$ cat src/rtl/fetch_stage_pkg.sv
// Shared fetch-stage definitions: opcodes, NOP word, opcode field and state encodings.
// Boot states only exist when RESET_VECTOR_EN is defined.
package fetch_stage_pkg;

  localparam int OPC_HI = 15;
  localparam int OPC_LO = 11;

  localparam logic [4:0]  OP_NOP   = 5'b00000;
  localparam logic [4:0]  OP_LDM   = 5'b10100;
  localparam logic [15:0] NOP_WORD = {OP_NOP, 11'h000};

`ifdef RESET_VECTOR_EN
  typedef enum logic [1:0] {
    BOOT_LO = 2'd0,
    BOOT_HI = 2'd1,
    RUN     = 2'd2,
    IMM     = 2'd3
  } state_t;
  localparam state_t RESET_STATE = BOOT_LO;
`else
  typedef enum logic [1:0] {
    RUN = 2'd2,
    IMM = 2'd3
  } state_t;
  localparam state_t RESET_STATE = RUN;
`endif

endpackage

$ cat src/rtl/fetch_stage_pc_register.sv
// Program counter with hold, load and wrapping increment; priority rst > hold > load > increment.
// Updates on the clock edge; pc_inc is the combinational PC+1 used for the IF/ID tag.
module pc_register (
  input  logic        clk,
  input  logic        rst,
  input  logic        hold,
  input  logic        load,
  input  logic [31:0] load_value,
  output logic [31:0] pc,
  output logic [31:0] pc_inc
);

  assign pc_inc = pc + 32'd1;

  always_ff @(posedge clk) begin
    if (rst)       pc <= 32'd0;
    else if (hold) pc <= pc;
    else if (load) pc <= load_value;
    else           pc <= pc_inc;
  end

endmodule

$ cat src/rtl/fetch_stage.sv
// Instruction fetch FSM plus IF/ID register; one cycle from imem_addr to ifid_instr, stall holds everything.
// RESET_VECTOR_EN adds two boot cycles that load the start PC from words 0 and 1.
module fetch_stage
  import fetch_stage_pkg::*;
(
  input  logic        clk,
  input  logic        rst,
  input  logic        stall,
  input  logic        flush,
  input  logic        branch_taken,
  input  logic [31:0] branch_target,
  output logic [31:0] imem_addr,
  input  logic [15:0] imem_data,
  output logic [15:0] ifid_instr,
  output logic [31:0] ifid_pc,
  output logic        ifid_valid,
  output logic        ifid_imm
);

  state_t      state, state_nx;
  logic [31:0] pc, pc_inc;
  logic        pc_hold, pc_load;
  logic [31:0] pc_load_value;
  logic        fetch_en, nop_en;

  pc_register u_pc (
    .clk        (clk),
    .rst        (rst),
    .hold       (pc_hold),
    .load       (pc_load),
    .load_value (pc_load_value),
    .pc         (pc),
    .pc_inc     (pc_inc)
  );

  always_ff @(posedge clk) begin
    if (rst) state <= RESET_STATE;
    else     state <= state_nx;
  end

  always_comb begin
    state_nx      = state;
    imem_addr     = pc;
    pc_hold       = 1'b0;
    pc_load       = 1'b0;
    pc_load_value = branch_target;
    fetch_en      = 1'b0;
    nop_en        = 1'b0;
    case (state)
`ifdef RESET_VECTOR_EN
      // Boot cycles ignore stall/flush/branch and keep IF/ID empty.
      BOOT_LO: begin
        imem_addr     = 32'd0;
        pc_load       = 1'b1;
        pc_load_value = {pc[31:16], imem_data};
        nop_en        = 1'b1;
        state_nx      = BOOT_HI;
      end
      BOOT_HI: begin
        imem_addr     = 32'd1;
        pc_load       = 1'b1;
        pc_load_value = {imem_data, pc[15:0]};
        nop_en        = 1'b1;
        state_nx      = RUN;
      end
`endif
      default: begin
        if (stall) begin
          pc_hold = 1'b1;
        end else if (branch_taken) begin
          pc_load  = 1'b1;
          nop_en   = 1'b1;
          state_nx = RUN;
        end else if (flush) begin
          nop_en   = 1'b1;
          state_nx = RUN;
        end else begin
          fetch_en = 1'b1;
          // The word after an LDM is its immediate, never an opcode.
          if (state == IMM)                              state_nx = RUN;
          else if (imem_data[OPC_HI:OPC_LO] == OP_LDM)   state_nx = IMM;
          else                                           state_nx = RUN;
        end
      end
    endcase
  end

  always_ff @(posedge clk) begin
    if (rst || nop_en) begin
      ifid_instr <= NOP_WORD;
      ifid_pc    <= 32'd0;
      ifid_valid <= 1'b0;
      ifid_imm   <= 1'b0;
    end else if (fetch_en) begin
      ifid_instr <= imem_data;
      ifid_pc    <= pc_inc;
      ifid_valid <= 1'b1;
      ifid_imm   <= (state == IMM);
    end
  end

endmodule
$ cat config.mk
export PLATFORM = sky130hd
export DESIGN_NAME = fetch_stage
export DESIGN_NICKNAME = d
export VERILOG_FILES = /design/src/rtl/fetch_stage_pkg.sv /design/src/rtl/fetch_stage_pc_register.sv /design/src/rtl/fetch_stage.sv
export SDC_FILE = /design/constraint.sdc
export NUM_CORES = 1
export LEC_CHECK = 0
export CORE_MARGIN = 8
export CORE_UTILIZATION = 45
export CTS_BUF_LIST = sky130_fd_sc_hd__clkbuf_8
export CTS_CLUSTER_DIAMETER = 40
export DETAILED_ROUTE_END_ITERATION = 7
export GPL_ROUTABILITY_DRIVEN = 0
export PLACE_DENSITY = 0.82
export SLEW_MARGIN = 10
export SYNTH_ARGS = -nofsm -noshare
export SYNTH_HDL_FRONTEND = slang
export SYNTH_SLANG_ARGS = --single-unit
$ cat constraint.sdc
create_clock -name clk -period 6.3 [get_ports clk]
set_input_delay 0.945 -clock clk [delete_from_list [all_inputs] [get_ports clk]]
set_output_delay 0.945 -clock clk [all_outputs]
set_load 0.02 [all_outputs]
# Word-level counts from Yosys, hierarchy flattened

Cells that the tools add are included.

Reductions and logical operators: 1
$add $sub $neg: 1
Multiplexer cells: 14
Eq/ne operators: 2

Operators by type and width:

| operator                                                        | count |
|---|---|
| 32-bit by 1-bit adder with 32-bit output, second input constant | 1 |
| 32-bit 2-to-1 mux                                               | 1 |
| 1-bit 2-to-1 mux                                                | 13 |
| 5-bit == test, second input constant                            | 1 |
| 2-bit == test, second input constant                            | 1 |
| 1-bit logical OR                                                | 1 |

Flip-flop bits (word level): 84
Input port bits: 53
Word-level logic and storage cells: 24
Output and inout bits: 82

# Depth between registers and ports, before layout

Depth after elaboration: 5
Depth in mapped cells: 8
Mapped depth without buffers: 6

# Hierarchy

Synthesis repeated with hierarchy kept, for this count alone.

Cells, all modules: 567
Area, all modules: 4685.7 µm²

Modules (own cells, without submodules):

| module      | area each (µm²) | cells each | times used | sequential area each (µm²) |
|---|---|---|---|---|
| pc_register | 2511.2          | 329        | 1          | 640.6 |
| fetch_stage | 2174.6          | 238        | 1          | 1021.0 |

# Worst setup path before layout

No wires, ideal clock.

Path type: input port to flip-flop
Start: in rst
End: reg ifid_instr[10]
Setup slack: 4.087 ns
Cell stages on the path: 5
Buffers on the path: 3
Arrival: 2.086 ns
Data required time: 6.172 ns
Library setup time: 0.128 ns
Cells stage by stage: clkbuf_1 o21bai_1 clkbuf_1 clkbuf_1 nor2_1

Word-level cells in the longest chain between the ends: 1

RTL lines:

| item                   | line              | RTL |
|---|---|---|
| start: declaration     | fetch_stage.sv:7  | `input logic rst,` |
| 1-bit logical OR       | fetch_stage.sv:89 | `if (rst \|\| nop_en) begin` |
| end signal: assignment | fetch_stage.sv:95 | `ifid_instr <= imem_data;` |
| end: declaration       | fetch_stage.sv:14 | `output logic [15:0] ifid_instr,` |

Every way passes these cells.
A chain may end at the register's enable or synchronous reset.

# Final worst setup path

Start: in branch_taken
End: reg ifid_pc[11]

Word-level cells in the longest chain between the ends: 3
Elaborated cells between the ends (all ways): 5
Classes of those cells: mux: 4; reduce/logical: 1

RTL lines:

| item                   | line              | RTL |
|---|---|---|
| start: declaration     | fetch_stage.sv:10 | `input logic branch_taken,` |
| 1-bit 2-to-1 mux       | fetch_stage.sv:70 | `end else if (branch_taken) begin` |
| 1-bit 2-to-1 mux       | fetch_stage.sv:68 | `if (stall) begin` |
| 1-bit logical OR       | fetch_stage.sv:89 |  |
| end signal: assignment | fetch_stage.sv:96 | `ifid_pc <= pc_inc;` |
| end: declaration       | fetch_stage.sv:15 | `output logic [31:0] ifid_pc,` |

Several ways; a longest one is shown, not always the timed one.

==> impl_metrics.json <==
{
  "status": "finished clean",
  "drt_iter0_markers": 348,
  "hold_buffers": 0,
  "synth.distinct_cells": 58,
  "finalCritPeriodShare": 0.438,
  "hold_viol": 0,
  "dp_hpwl_um": 9650,
  "fin_setup_tns_ns": 0,
  "placed_area_sq_um": 5700,
  "worstSetupPathType": "in2reg",
  "synth_nets": 575,
  "cts_buffer_depth": 2,
  "crit_path_end_kind": "flip-flop",
  "grt_overflow_total": 0,
  "finalNetCount": 678,
  "via_count": 4374,
  "ant_nets": 0,
  "async_flop_share": 0,
  "portBuffers": 134,
  "postLayoutCellArea_sq_um": 5970,
  "arrival_ns": 2.96,
  "rsz0062_at_grt": "false",
  "setup_viol": 0,
  "synth.avg_cell_area_sq_um": 8.38,
  "die_area_sq_um": 13100,
  "n_fill_cell": 787,
  "leakagePower_nw": 2.08,
  "max_freq_ghz": 0.362,
  "finClkSkew_ns": 0.0114,
  "cts_resized": 0,
  "clk_latency_ns": 0.37,
  "syn_to_final_growth_pct": 36.7,
  "die_h_um": 114,
  "yosysWarnings": 0,
  "finalMaxSlewViolations": 0,
  "maxCapViolCount": 0,
  "crit_fanout": 58,
  "tritoncts": "yes",
  "synth_area_leaders": "dfxtp_1 38%, nor2_1 5.7%, xnor2_1 5.2%",
  "p_per_area_nw_per_um2": 217,
  "r2r_slack_ns": 3.82,
  "vias_per_cell": 5.74,
  "coreArea_sq_um": 9590,
  "numCtsBuffers": 9,
  "grt.total_usage": 0.207,
  "clock-sinks": 83,
  "min_period_ns": 2.76,
  "yosysSeqAreaShare": 0.381,
  "routed_wl_um": 13700,
  "hp-class": "reg2reg",
  "syn_inst": 521,
  "synth_edf_count": 0,
  "synth_seq_cells": 83,
  "tightestPinTransition_ns": 0.756,
  "first_global_vias": 4317,
  "start_kind": "primary input",
  "final_cells": 762,
  "antenna_found_initial": 0,
  "fp.dieW_um": 114,
  "synth_area_sq_um": 4360,
  "dr.pass1.iters": 5,
  "vdd_ir_drop_max_mv": 0.191,
  "clkSlewWorstSetupHoldPaths_ns": 0.09,
  "root_buffer": "clkbuf_8",
  "routedWlPerCell_um": 18.0,
  "grt_max_degree": 69,
  "whs_ns": 0.460,
  "final_common_cell": "clkdlybuf4s50_1",
  "placed_cells": 745,
  "max_slew_margin": 0.496,
  "rows": 36,
  "antenna_cells": 0,
  "utilization": 0.622,
  "cp_data_required_time_ns": 6.50,
  "drc_errors": 0,
  "synthFlopType": "dfxtp_1",
  "drive_gt1_frac": 0.0970,
  "yosysTopAreaCell": "dfxtp_1",
  "start_util": 0.455,
  "grt_pass1_wl_um": 21900,
  "yosysTopAreaCellShare": 0.381,
  "mostFrequentLayoutCells": "132 x clkdlybuf4s50_1, 83 x dfxtp_1, 65 x nor2_1, 43 x inv_1, 32 x a21oi_1",
  "htreeDepth": 3,
  "post_cts_buffers": 0,
  "io_pins": 135
}
registers in the layout (all words and copies together) (netlist names):
signal and cells:
ifid_instr 16, ifid_pc 32, u_pc.pc 32, ifid_imm 1
ifid_valid 1, state 1
metal layers:
metal	up-vias	part of all wire	track usage	routed length, um
met1	2075	0.40	0.244	5490
met4	0	0.017	0.0630	230
li1	2068	-	-	-
met2	207	0.48	0.347	6560
met5	-	0	0	0
met3	24	0.10	0.0717	1420
cells by family (layout without fill, tap and decap cells):
family | count (synthesis) | in the layout | share of synthesized area
AO/OA/AOI/OAI | 140 | 140 | 0.227
XOR/XNOR | 29 | 29 | 0.0582
adder cells (fa/ha/maj) | 1 | 1 | 0.00287
buffers and inverters | 93 | 201 | 0.0877
flip-flops | 83 | 83 | 0.381
multiplexers | 14 | 14 | 0.0327
AND/OR/NAND/NOR | 161 | 161 | 0.211
synth_stat cells, types with 3 or more instances:
master and instances:
a21oi_1 32, a221oi_1 22, a221oi_2 6, a22oi_1 18, and2_1 3, and3_1 3
and4_1 4, and4_2 3, buf_1 5, buf_4 4, clkbuf_1 35, dfxtp_1 83
inv_1 43, mux2i_1 12, nand2_1 29, nand3_1 9, nand4_1 6, nor2_1 66
nor3_1 6, nor3_2 4, nor4_1 3, nor4_2 3, o211ai_1 5, o21ai_0 16
o22ai_1 21, o32ai_1 7, or2_2 5, xnor2_1 26, xor2_1 3
stage by stage:
stage | setup WS (ns) | power [mW]
after floorplan | 4.09 | 0.730
after global placement | 3.31 | 0.846
after detailed placement | 3.18 | 0.854
after CTS | 3.54 | 1.30
after global routing | 3.41 | 1.35
final | 3.54 | 1.30
worst paths after layout:
path | from | to | cells after the start
worst max-delay path | branch_taken | ifid_pc[11]$_SDFFE_PP0P_ | 7
worst min-delay path | ifid_imm$_SDFFE_PP0P_ | ifid_imm$_SDFFE_PP0P_ | 2
worst max register to register | u_pc.pc[8]$_SDFFE_PP0N_ | ifid_pc[31]$_SDFFE_PP0P_ | 5
worst min register to register | ifid_imm$_SDFFE_PP0P_ | ifid_imm$_SDFFE_PP0P_ | 2
critical path, stage by stage:
cell and delay (ns):
buf_2 0.10, buf_4 0.30, inv_1 0.28, nand2_1 0.26, nor2_2 0.53, buf_4 0.39
a221oi_1 0.13
power by group:
part | leakage (nW) | internal [mW] | switching, mW
clock network | 0.116 | 0.246 | 0.206
logic | 1.28 | 0.125 | 0.131
registers | 0.683 | 0.555 | 0.0342
total | 2.08 | 0.927 | 0.371
final cells by class:
| type | count | area [sq um] | share of cell area |
|---|---|---|---|
| clock buffer | 11 | 151 | 0.0254 |
| clock inverter | 5 | 85.1 | 0.0143 |
| inverter | 44 | 165 | 0.0277 |
| multi-input combinational | 345 | 2330 | 0.391 |
| sequential | 83 | 1660 | 0.278 |
| tap | 133 | 166 | 0.0279 |
| timing repair buffer | 141 | 1400 | 0.235 |
(Power assumes the default switching activity.)
